===== src/rtl/rf_scoreboard_pkg.sv =====
// Shared constants, types and select decode for the register-file scoreboard.
package rf_scoreboard_pkg;

    localparam int NREGS         = 8;
    localparam int REG_SEL_W     = 3;
    localparam int CNT_W_DEFAULT = 2;

    typedef logic [REG_SEL_W-1:0] reg_sel_t;
    typedef logic [NREGS-1:0]     reg_vec_t;

    // One-hot decode of a register select, all-zero when not enabled.
    function automatic reg_vec_t sel_decode(input logic en, input reg_sel_t sel);
        reg_vec_t v;
        v = '0;
        if (en) v[sel] = 1'b1;
        return v;
    endfunction

endpackage


===== src/rtl/rf_scoreboard_sb_counter.sv =====
// Per-register pending-write counter: one increment and up to two decrements per cycle,
// clamped at both ends with flags reporting when a clamp was needed.
module sb_counter
    import rf_scoreboard_pkg::*;
#(
    parameter int CNT_W = CNT_W_DEFAULT
) (
    input  logic             clk,
    input  logic             rst_n,
    input  logic             inc,
    input  logic [1:0]       dec,
    output logic [CNT_W-1:0] count,
    output logic             underflow,
    output logic             overflow
);

    localparam int                SUM_W   = CNT_W + 2;
    localparam logic [SUM_W-1:0]  CNT_MAX = SUM_W'((1 << CNT_W) - 1);

    logic [CNT_W-1:0] count_reg, count_next;
    logic [SUM_W-1:0] total, dec_ext, diff;

    // Wider arithmetic so a net -2 or a +1 at saturation is visible before clamping.
    always_comb begin
        total      = SUM_W'(count_reg) + SUM_W'(inc);
        dec_ext    = SUM_W'(dec);
        diff       = total - dec_ext;
        underflow  = (total < dec_ext);
        overflow   = !underflow && (diff > CNT_MAX);
        count_next = diff[CNT_W-1:0];
        if (underflow) begin
            count_next = '0;
        end else if (overflow) begin
            count_next = CNT_MAX[CNT_W-1:0];
        end
    end

    always_ff @(posedge clk or negedge rst_n) begin
        if (!rst_n) begin
            count_reg <= '0;
        end else begin
            count_reg <= count_next;
        end
    end

    assign count = count_reg;

endmodule


===== src/rtl/rf_scoreboard.sv =====
// Decode-stage hazard tracker: counts in-flight writes per register and stalls issue on
// RAW hazards or when the destination's pending count would saturate.
module rf_scoreboard
    import rf_scoreboard_pkg::*;
#(
    parameter int CNT_W = CNT_W_DEFAULT
) (
    input  logic                 clk,
    input  logic                 rst_n,
    input  logic                 issue_valid,
    input  logic                 issue_rs1_en,
    input  logic [REG_SEL_W-1:0] issue_rs1,
    input  logic                 issue_rs2_en,
    input  logic [REG_SEL_W-1:0] issue_rs2,
    input  logic                 issue_rd_en,
    input  logic [REG_SEL_W-1:0] issue_rd,
    output logic                 issue_ready,
    input  logic                 wb_valid,
    input  logic [REG_SEL_W-1:0] wb_rd,
    input  logic                 cancel_valid,
    input  logic [REG_SEL_W-1:0] cancel_rd,
    output logic [NREGS-1:0]     busy_vec,
    output logic                 err
);

    localparam int               RES_W   = CNT_W + 2;
    localparam logic [RES_W-1:0] CNT_MAX = RES_W'((1 << CNT_W) - 1);

    reg_vec_t                         wb_hit, cancel_hit, inc_hit;
    reg_vec_t                         underflow_vec, overflow_vec;
    logic [NREGS-1:0][CNT_W-1:0]      count;
    logic [NREGS-1:0][RES_W-1:0]      residual;
    logic                             rs1_hazard, rs2_hazard, rd_hazard, fire;
    logic                             err_reg;

    assign wb_hit     = sel_decode(wb_valid, wb_rd);
    assign cancel_hit = sel_decode(cancel_valid, cancel_rd);
    assign fire       = issue_valid & issue_ready & issue_rd_en;
    assign inc_hit    = sel_decode(fire, issue_rd);

    generate
        for (genvar gi = 0; gi < NREGS; gi++) begin : g_reg
            logic [1:0] dec_amt;

            assign dec_amt = {1'b0, wb_hit[gi]} + {1'b0, cancel_hit[gi]};
            // Writes retiring this cycle are already visible through rf write-through.
            assign residual[gi] = (RES_W'(count[gi]) > RES_W'(dec_amt))
                                ? RES_W'(count[gi]) - RES_W'(dec_amt) : '0;

            sb_counter #(.CNT_W(CNT_W)) u_cnt (
                .clk       (clk),
                .rst_n     (rst_n),
                .inc       (inc_hit[gi]),
                .dec       (dec_amt),
                .count     (count[gi]),
                .underflow (underflow_vec[gi]),
                .overflow  (overflow_vec[gi])
            );

            assign busy_vec[gi] = |count[gi];
        end
    endgenerate

    assign rs1_hazard  = issue_rs1_en & (residual[issue_rs1] != '0);
    assign rs2_hazard  = issue_rs2_en & (residual[issue_rs2] != '0);
    assign rd_hazard   = issue_rd_en  & (residual[issue_rd] == CNT_MAX);
    assign issue_ready = !(rs1_hazard | rs2_hazard | rd_hazard);

    always_ff @(posedge clk or negedge rst_n) begin
        if (!rst_n) begin
            err_reg <= 1'b0;
        end else if (|(underflow_vec | overflow_vec)) begin
            err_reg <= 1'b1;
        end
    end

    assign err = err_reg;

endmodule


===== config.mk =====
export PLATFORM = sky130hd
export DESIGN_NAME = rf_scoreboard
export DESIGN_NICKNAME = d
export VERILOG_FILES = /design/src/rtl/rf_scoreboard_pkg.sv /design/src/rtl/rf_scoreboard_sb_counter.sv /design/src/rtl/rf_scoreboard.sv
export SDC_FILE = /design/constraint.sdc
export NUM_CORES = 1
export LEC_CHECK = 0
export ABC_AREA = 1
export BUFFER_PORTS_ARGS = -buffer_cell sky130_fd_sc_hd__buf_2
export CAP_MARGIN = 25
export CORE_ASPECT_RATIO = 2
export CORE_MARGIN = 2
export CORE_UTILIZATION = 55
export CTS_CLUSTER_DIAMETER = 100
export DETAILED_ROUTE_END_ITERATION = 7
export PLACE_DENSITY_LB_ADDON = 0.25
export SYNTH_ARGS = -nofsm -noshare
export SYNTH_HDL_FRONTEND = slang
export SYNTH_SLANG_ARGS = --single-unit

===== constraint.sdc =====
create_clock -name clk -period 4.22 [get_ports clk]
set_clock_uncertainty 0.15 [all_clocks]
set_input_delay 0.633 -clock clk [delete_from_list [all_inputs] [get_ports clk]]
set_output_delay 0.633 -clock clk [all_outputs]
set_load 0.02 [all_outputs]

==> impl_metrics.csv, run 1 <==
group,metric,value,unit
finish,antenna_cells,0,
sta,rsz0062_at_grt,"yes",
worst_setup_path,cp-end-kind,"flip-flop",
logic_synthesis,synth-compound-area-share,0.0490,
grt,grt_pass1_wl,12.1,mm
logic_synthesis,synth_area_per_cell,7.30,um2
worst_setup_path,rrSetupSlack,0.03,ns
sta,finalSetupViolations,11,
cts,cts_buffer_depth,2,
die,io_pins,33,
finish,utilization,0.843,
worst_setup_path,critPathArrivalTime,4.64,ns
finish,drive_above_1_share,0.484,
finish,final_cell_mix,"inv_1, nand2_1, buf_4",
cts,numCtsBuffers,3,
placed_design,io_buffers,32,
grt,antenna_found_initial,0,
sta,whs,0.147,ns
placed_design,dpl-instance-area,3380,um2
placed_design,gp_congestion,0.921,
logic_synthesis,syn-cell-area,2960,um2
worst_setup_path,r2r_end,"err",
logic_synthesis,synth_edf_count,0,
detailed_routing,wl_per_cell,18.4,um
logic_synthesis,yosysSeqAreaShare,0.144,
worst_setup_path,r2r_start,"g_reg[0].u_cnt.count[0]",
sta,slew_headroom,0.693,
worst_setup_path,cp_max_fo,5,
logic_synthesis,yosys.area_share.xor_xnor,0,
outcome,outcome,"finished, violations left",
worst_setup_path,critical-path-max-stage-delay,0.40,ns
detailed_routing,vias,2991,
logic_synthesis,netlist_instances,406,
power_and_ir_drop,peakVddDrop,0.384,mV
logic_synthesis,yosys_register_bits,17,
cts,postCtsHoldBufs,0,
die,die_area,6030,um2
sta,tightest_slew,0.461,ns
finish,final_nets,581,
placed_design,hpwl,6.15,mm
sta,fmax,0.215,GHz
worst_setup_path,startpoint_type,"input pin",
run,maxCapViolCount,0,
cts,cts_tree,"yes",
worst_setup_path,ff2ff_path_depth,23,
logic_synthesis,synth-adder-area-share,0.398,
die,core_area,5180,um2
hold_path,hp-class,"input pin to asynchronous set/reset pin",
detailed_routing,post-route-drc-count,0,
sta,min_period,4.64,ns
worst_setup_path,critPathTopFamily,"simple AND/OR/NAND/NOR gates",
finish,layout_commonest_cell,"inv_1",
power_and_ir_drop,p_leak,2.09,nW
cts,clkSlewWorstSetupHoldPaths,0.07,ns
sta,hold_viol,0,
logic_synthesis,synth_area_leaders,"ha_1, fa_1, dfrtp_1, inv_1, nand2_1",
die,die_h,108,um
die,die_w,55.9,um
logic_synthesis,synth_async_sr_flop_share,1.00,
worst_setup_path,path_buf_inv,7,
logic_synthesis,syn_nets,509,
die,initial_core_util,0.572,
die,rows,37,
power_and_ir_drop,p_per_area,323,nW/um2
grt,grt_max_degree,18,
detailed_routing,wl,9.84,mm
cts,cts.sinks,17,
cts,clock_latency,0.28,ns
grt,grt_pass1_vias,2832,
finish,largest_register_ffs,16,
logic_synthesis,yosys_warnings,0,
logic_synthesis,synthFlopType,"dfrtp_1",
sta,setup-tns-final,-1.41,ns
outcome,failed_checks,"setup timing",
worst_setup_path,crit_required,4.22,ns
cts,ctsHtreeMaxLevel,1,
grt,grtUsageTotal,0.260,
detailed_routing,drt_first_pass_iters,4,
grt,grt_overflow,0,
finish,syn_to_final_growth,47.4,%
detailed_routing,drt_iter0_markers,147,
logic_synthesis,yosysTopAreaCell,"ha_1",
sta,finalWorstSetupSlack,-0.422,ns
detailed_routing,ant_nets,0,
sta,maxSlewViolCount,0,
placed_design,place_inst,521,
finish,final_cells,535,
logic_synthesis,synth_cell_types,25,
worst_setup_path,cp_slowest_cell,"fa_1",
logic_synthesis,synth.area.mux_share,0,
detailed_routing,vias_per_cell,5.59,
cts,cts_root_buf,"clkbuf_8",
finish,design_area,4370,um2
logic_synthesis,synthDominantCellAreaShare,0.236,
sta,finalCritPeriodShare,1.10,
logic_synthesis,synth_top_family_by_area,"adder cells",
worst_setup_path,crit_type,"input pin to flip-flop",
logic_synthesis,synth-simple-area-share,0.263,
[Yosys cell counts, types with 2 or more instances]
| cell type | n |
|---|---|
| inv_1 | 111 |
| nand2_1 | 78 |
| and2_4 | 2 |
| o21ai_0 | 10 |
| or2_2 | 11 |
| nor4_1 | 2 |
| nor3_1 | 2 |
| o21ai_1 | 4 |
| nand4_1 | 4 |
| fa_1 | 24 |
| ha_1 | 56 |
| a31o_2 | 8 |
| nand3_1 | 32 |
| dfrtp_1 | 17 |
| nor2_1 | 35 |
[logic make-up after synthesis]
logic type      count (synthesis)
buf+inv                       113
flops                          17
simple gates                  173
compound gates                 23
fa+ha+maj                      80
[report_power, final]
part,internal [mW],leakage [nW],switching [mW]
logic,0.436,1.90,0.520
clock network,0.0677,0.0228,0.0707
registers,0.220,0.171,0.0989
[through the flow]
stage	worst slack, ns	total power [mW]
after floorplan	0.00383	0.770
after CTS	-0.163	1.14
after global placement	-0.495	0.954
final	-0.422	1.41
after detailed placement	-0.572	0.980
after global routing	-0.668	1.53
[how the worst max path moves through the flow]
stage | start | to | slack, ns | depth (start not counted)
after floorplan | wb_rd[0] | err | 0.004 | 22
after global placement | wb_rd[0] | err | -0.49 | 27
after detailed placement | cancel_rd[0] | err | -0.57 | 28
after CTS | cancel_rd[0] | err | -0.16 | 28
after global routing | cancel_rd[2] | err | -0.67 | 27
final | wb_rd[2] | err | -0.42 | 27
[layer usage]
metal	routed length [um]	part of all wire	track usage
met2	5250	0.53	0.498
met5	0	0	0
met3	343	0.035	0.0168
met1	3510	0.36	0.271
met4	733	0.074	0.150
[cell type report]
| cell class | instances | area, um2 |
|---|---|---|
| Multi-Input combinational cell | 276 | 2880 |
| Fill cell | 282 | 815 |
| Timing Repair Buffer | 68 | 512 |
| Inverter | 112 | 435 |
| Sequential cell | 17 | 425 |
| Tap cell | 58 | 72.6 |
| Clock buffer | 4 | 45.0 |
[worst register-to-register path, stage by stage, from the launching register on]
cell,delay (ns)
dfrtp_1,0.47
inv_1,0.09
ha_2,0.20
inv_2,0.06
fa_2,0.43
inv_2,0.07
nand2_2,0.05
nand3_1,0.08
nand2_1,0.07
nand2_1,0.08
nand3_2,0.08
nand3_2,0.11
nand4_4,0.15
nor2_1,0.21
ha_1,0.27
inv_1,0.07
ha_1,0.14
inv_1,0.06
fa_1,0.35
inv_1,0.06
ha_1,0.14
nand2_1,0.15
nor4_2,0.37
nand3_1,0.14
[timing repair]
action                     CTS  global route
hold endpoints to repair     0             0
setup endpoints to repair   13            17
pin swaps                    4            61
cloned                       0             0
buffers inserted             0            10
gates resized for setup     22           198
Note: power is estimated with default switching activity, not from simulation.
==> run 2: changes to the inputs <==
- REMOVE_ABC_BUFFERS: unset -> 1
- clock period: 4.22 -> 5.3 ns (I/O delays scaled with it)
==> impl_metrics.csv, run 2 (synthesis gave the netlist of run 1 again) <==
group,metric,value,unit
die,core_area,5180,um2
sta,fmax,0.210,GHz
worst_setup_path,cp-end-kind,"flip-flop",
cts,cts.sinks,17,
power_and_ir_drop,peakVddDrop,0.171,mV
cts,cts_tree,"yes",
detailed_routing,vias,2637,
power_and_ir_drop,power.total,0.860,mW
worst_setup_path,cp_max_fo,8,
power_and_ir_drop,p_per_area,266,nW/um2
placed_design,hpwl,6.09,mm
cts,cts_buffer_depth,2,
die,die_w,55.9,um
grt,antenna_found_initial,0,
finish,multi_input_area,2110,um2
sta,tightest_slew,0.448,ns
finish,drive_above_1_share,0.138,
worst_setup_path,critPathArrivalTime,4.76,ns
die,die_area,6030,um2
cts,numCtsBuffers,3,
sta,slew_headroom,0.701,
cts,post_cts_buffers,0,
power_and_ir_drop,p_leak,1.84,nW
detailed_routing,vias_per_cell,5.28,
grt,grtUsageTotal,0.248,
grt,use_met2,0.497,
finish,seq_area,425,um2
finish,antenna_cells,0,
worst_setup_path,crit_required,5.30,ns
finish,final_cell_mix,"inv_1, nand2_1, ha_1",
grt,met1_usage,0.252,
sta,rsz0062_at_grt,"no",
worst_setup_path,crit_type,"input pin to flip-flop",
finish,syn_to_final_growth,8.99,%
sta,finalSetupViolations,0,
finish,layout_commonest_cell,"inv_1",
cts,ctsResizeCount,0,
die,die_h,108,um
grt,grt_max_degree,18,
worst_setup_path,startpoint_type,"input pin",
run,maxCapViolCount,0,
finish,nFillCells,500,
grt,grt_pass1_vias,2736,
sta,maxSlewViolCount,0,
grt,busiest_layer,"met2",
grt,grt_use_met3,0.0180,
sta,hold_viol,0,
sta,finalCritPeriodShare,0.899,
finish,largest_register_ffs,16,
cts,cts_root_buf,"clkbuf_8",
cts,clkSlewWorstSetupHoldPaths,0.08,ns
detailed_routing,drt_first_pass_iters,4,
die,initial_core_util,0.572,
die,io_pins,33,
placed_design,gp_congestion,0.875,
grt,grt_overflow,0,
detailed_routing,wl,6.83,mm
detailed_routing,wl_per_cell,13.7,um
placed_design,io_buffers,32,
detailed_routing,post-route-drc-count,0,
sta,min_period,4.76,ns
detailed_routing,drt_iter0_markers,72,
sta,setup-tns-final,0,ns
detailed_routing,ant_nets,0,
cts,ctsHtreeMaxLevel,1,
hold_path,hp-class,"input pin to asynchronous set/reset pin",
cts,clock_latency,0.27,ns
cts,postCtsHoldBufs,0,
outcome,outcome,"completed",
finish,final_nets,545,
die,rows,37,
grt,grt_pass1_wl,11.7,mm
run 2: cell count changes in the layout (fill, tap and decap cells not counted), sizes merged:
cell and change:
buf -36
run 2: final cells by class:
class,count,share of cell area
multi-input cells,276,0.652
well taps,58,0.0225
repair buffers,32,0.0496
clock buffers,4,0.0139
inverters,112,0.130
flip-flops and latches,17,0.132
run 2: routing by layer:
| layer | part of all wire | vias up |
|---|---|---|
| li1 | - | 1310 |
| met1 | 0.37 | 1239 |
| met2 | 0.56 | 69 |
| met3 | 0.029 | 19 |
| met4 | 0.041 | 0 |
| met5 | 0 | - |
run 2: critical path, cell delays in order:
cell     delay (ns)
buf_2          0.11
nand2_1        0.14
nor2_1         0.08
ha_1           0.35
ha_1           0.16
inv_1          0.05
fa_1           0.48
inv_1          0.05
or2_2          0.27
o21ai_1        0.13
nand2_1        0.07
nor2_1         0.12
nand2_2        0.09
nand4_4        0.15
nor2_1         0.08
ha_1           0.27
inv_1          0.03
ha_1           0.17
inv_1          0.09
fa_1           0.16
inv_1          0.04
ha_1           0.21
nor4_1         0.36
nand4_1        0.13
nor2_1         0.11
nand3_1        0.08
run 2: power breakdown:
| part | internal (mW) | total, mW | switching [mW] |
|---|---|---|---|
| sequential | 0.175 | 0.236 | 0.0609 |
| clock | 0.0537 | 0.106 | 0.0518 |
| combinational | 0.221 | 0.518 | 0.297 |
| total | 0.450 | 0.860 | 0.410 |
run 2: worst paths after layout:
check,startpoint,to,slack [ns],cells after the start
worst max-delay path,wb_rd[0],err,0.54,26
worst min-delay path,rst_n,g_reg[7].u_cnt.count[0],0.31,1
worst max register to register,g_reg[5].u_cnt.count[0],err,1.28,23
worst min register to register,err,err,0.48,4
max in group asynchronous,rst_n,g_reg[1].u_cnt.count[1],4.37,1
min in group clk,err,err,0.48,4
run 2: metrics by stage:
stage,hold slack [ns],util,area (um2),std cells,setup WS (ns)
6_report,0.309,0.623,3230,499,0.537
5_1_grt,0.349,0.623,3230,499,0.158
4_1_cts,0.322,0.623,3230,499,0.577
3_5_place_dp,0.452,0.614,3190,495,0.258
3_3_place_gp,0.468,0.614,3190,495,0.339
2_1_floorplan,0.349,-,2950,405,0.890
==> run 3: changes to the inputs <==
- SYNTH_HIERARCHICAL: unset -> 1
==> impl_metrics.csv, run 3 <==
group,metric,value,unit
detailed_routing,vias,2760,
logic_synthesis,synth_async_sr_flop_share,1.00,
logic_synthesis,yosysSeqAreaShare,0.135,
power_and_ir_drop,combPwrFrac,0.598,
finish,final_cell_mix,"inv_1, nand2_1, ha_1",
logic_synthesis,synth_area_per_cell,6.86,um2
logic_synthesis,yosys_register_bits,17,
sta,tightest_slew,0.449,ns
sta,finalCritPeriodShare,0.944,
placed_design,gp_congestion,0.861,
grt,grtUsageTotal,0.240,
power_and_ir_drop,swShare,0.460,
sta,setup-tns-final,0,ns
cts,numCtsBuffers,3,
logic_synthesis,yosys_warnings,6,
power_and_ir_drop,peakVddDrop,0.286,mV
worst_setup_path,r2r_end,"err",
worst_setup_path,cp-end-kind,"flip-flop",
worst_setup_path,rrSetupSlack,1.00,ns
logic_synthesis,yosysTopAreaCell,"ha_1",
detailed_routing,ant_nets,0,
detailed_routing,wl_per_cell,12.3,um
die,initial_core_util,0.560,
hold_path,hp-class,"input pin to asynchronous set/reset pin",
sta,hold_viol,0,
cts,postCtsHoldBufs,0,
worst_setup_path,critical-path-max-stage-delay,0.55,ns
grt,antenna_found_initial,0,
detailed_routing,dr_wl_met3,266,um
logic_synthesis,synthDominantCellAreaShare,0.223,
die,io_pins,33,
cts,clock_latency,0.26,ns
cts,clkSlewWorstSetupHoldPaths,0.06,ns
cts,cts_buffer_depth,2,
worst_setup_path,critPathArrivalTime,4.98,ns
sta,fmax,0.200,GHz
worst_setup_path,cp_max_fo,4,
worst_setup_path,crit_type,"input pin to flip-flop",
worst_setup_path,startpoint_type,"input pin",
cts,ctsHtreeMaxLevel,1,
die,core_area,5610,um2
placed_design,io_buffers,32,
cts,cts_tree,"yes",
logic_synthesis,syn-cell-area,3140,um2
worst_setup_path,r2r_start,"g_reg[2].u_cnt/count[0]",
logic_synthesis,synth_area_leaders,"ha_1, inv_1, fa_1, dfrtp_1, nand2_1",
placed_design,hpwl,5.97,mm
grt,grt_pass1_wl,12.1,mm
logic_synthesis,synth_edf_count,0,
power_and_ir_drop,p_switching,0.445,mW
die,die_w,57.4,um
run,maxCapViolCount,0,
cts,cts_root_buf,"clkbuf_16",
detailed_routing,wl_met2,3.65,mm
placed_design,place_inst,555,
finish,syn_to_final_growth,11.7,%
sta,finalSetupViolations,0,
outcome,outcome,"completed",
logic_synthesis,synth_common_cells,"inv_1, nand2_1, ha_1",
sta,rsz0062_at_grt,"no",
power_and_ir_drop,p_per_area,276,nW/um2
grt,grt_pass1_vias,2840,
finish,nFillCells,531,
finish,final_cells,560,
finish,seq_area,425,um2
finish,multi_input_area,2190,um2
finish,final_nets,603,
die,rows,39,
power_and_ir_drop,power.internal,0.523,mW
worst_setup_path,cp_slowest_cell,"or4_1",
power_and_ir_drop,p_leak,2.05,nW
sta,min_period,5.00,ns
worst_setup_path,ff2ff_path_depth,23,
die,die_h,111,um
logic_synthesis,yosysMostFrequentCell,"inv_1",
detailed_routing,vias_per_cell,4.93,
logic_synthesis,synth_cell_types,24,
cts,cts.sinks,17,
power_and_ir_drop,p_clk_frac,0.166,
logic_synthesis,synthFlopType,"dfrtp_1",
grt,grt_max_degree,18,
logic_synthesis,netlist_instances,458,
worst_setup_path,crit_start,"wb_rd[0]",
power_and_ir_drop,seqPwrFrac,0.236,
grt,grt_overflow,0,
finish,largest_register_ffs,16,
sta,maxSlewViolCount,0,
detailed_routing,drt_iter0_markers,81,
die,die_area,6370,um2
detailed_routing,wl_met1,2.79,mm
detailed_routing,top_layer,"met4",
finish,drive_above_1_share,0.136,
finish,antenna_cells,0,
worst_setup_path,crit_top_cell,"inv_1",
detailed_routing,post-route-drc-count,0,
finish,layout_commonest_cell,"inv_1",
detailed_routing,drt_first_pass_iters,4,
sta,slew_headroom,0.701,
worst_setup_path,crit_required,5.28,ns
detailed_routing,wl,6.86,mm
## run 3: changes by cell type after synthesis, sizes merged, moves of 2 or more
cell / delta
nand2: +15
nor2: +7
a21oi: +10
o21ai: -10
inv: +33
a31o: -8
nor3: +2
## run 3: per-stage QoR
stage	hold slack, ns	setup slack, ns	utilization	power (mW)	area [um2]
2_1_floorplan	0.349	0.424	-	0.658	3140
3_3_place_gp	0.416	0.0537	0.607	0.790	3410
3_5_place_dp	0.412	-0.0558	0.607	0.804	3410
4_1_cts	0.337	0.213	0.621	0.973	3490
5_1_grt	0.366	0.00524	0.625	1.10	3510
6_report	0.329	0.298	0.625	0.968	3510
## run 3: logic make-up after synthesis
logic type	synth area share
AOI/OAI and AO/OA	0.0263
adders and majority gates	0.376
buffers and inverters	0.173
DFF	0.135
and+or+nand+nor	0.289
## run 3: critical path: cells and delay by family
kind | cells | cell delay [ns]
AO/OA/AOI/OAI | 2 | 0.20
adder cells (fa/ha/maj) | 7 | 1.88
buffers and inverters | 7 | 0.43
AND/OR/NAND/NOR | 11 | 1.68
## run 3: area by class of cell
cell class              count  share of cell area
clock buffers               4              0.0225
flip-flops and latches     17               0.121
well taps                  61              0.0217
inverters                 145               0.155
multi-input cells         296               0.623
repair buffers             37              0.0563
## run 3: routing by layer
layer	up-vias	global-route usage
met3	13	0.0257
met4	0	0.105
li1	1444	-
met1	1247	0.277
met5	-	0
met2	56	0.429
## run 3: power by group through the flow
stage               registers, mW  clock network [mW]  logic [mW]
detailed placement          0.231                   0       0.573
finish                      0.228               0.161       0.579
global placement            0.229                   0       0.561
floorplan                   0.217                   0       0.441
global route                0.238               0.170       0.687
CTS                         0.229               0.166       0.578
## run 3: how the worst max path moves through the flow
stage,to,depth (start not counted),slack [ns]
2_1_floorplan,err,24,0.42
6_report,err,27,0.30
3_5_place_dp,err,25,-0.06
5_1_grt,err,26,0.005
4_1_cts,err,25,0.21
3_3_place_gp,err,24,0.05
## run 3: repair_timing
item | CTS | global route
gates resized for setup | 0 | 7
setup buffers | 0 | 1
setup endpoints to repair | 0 | 1
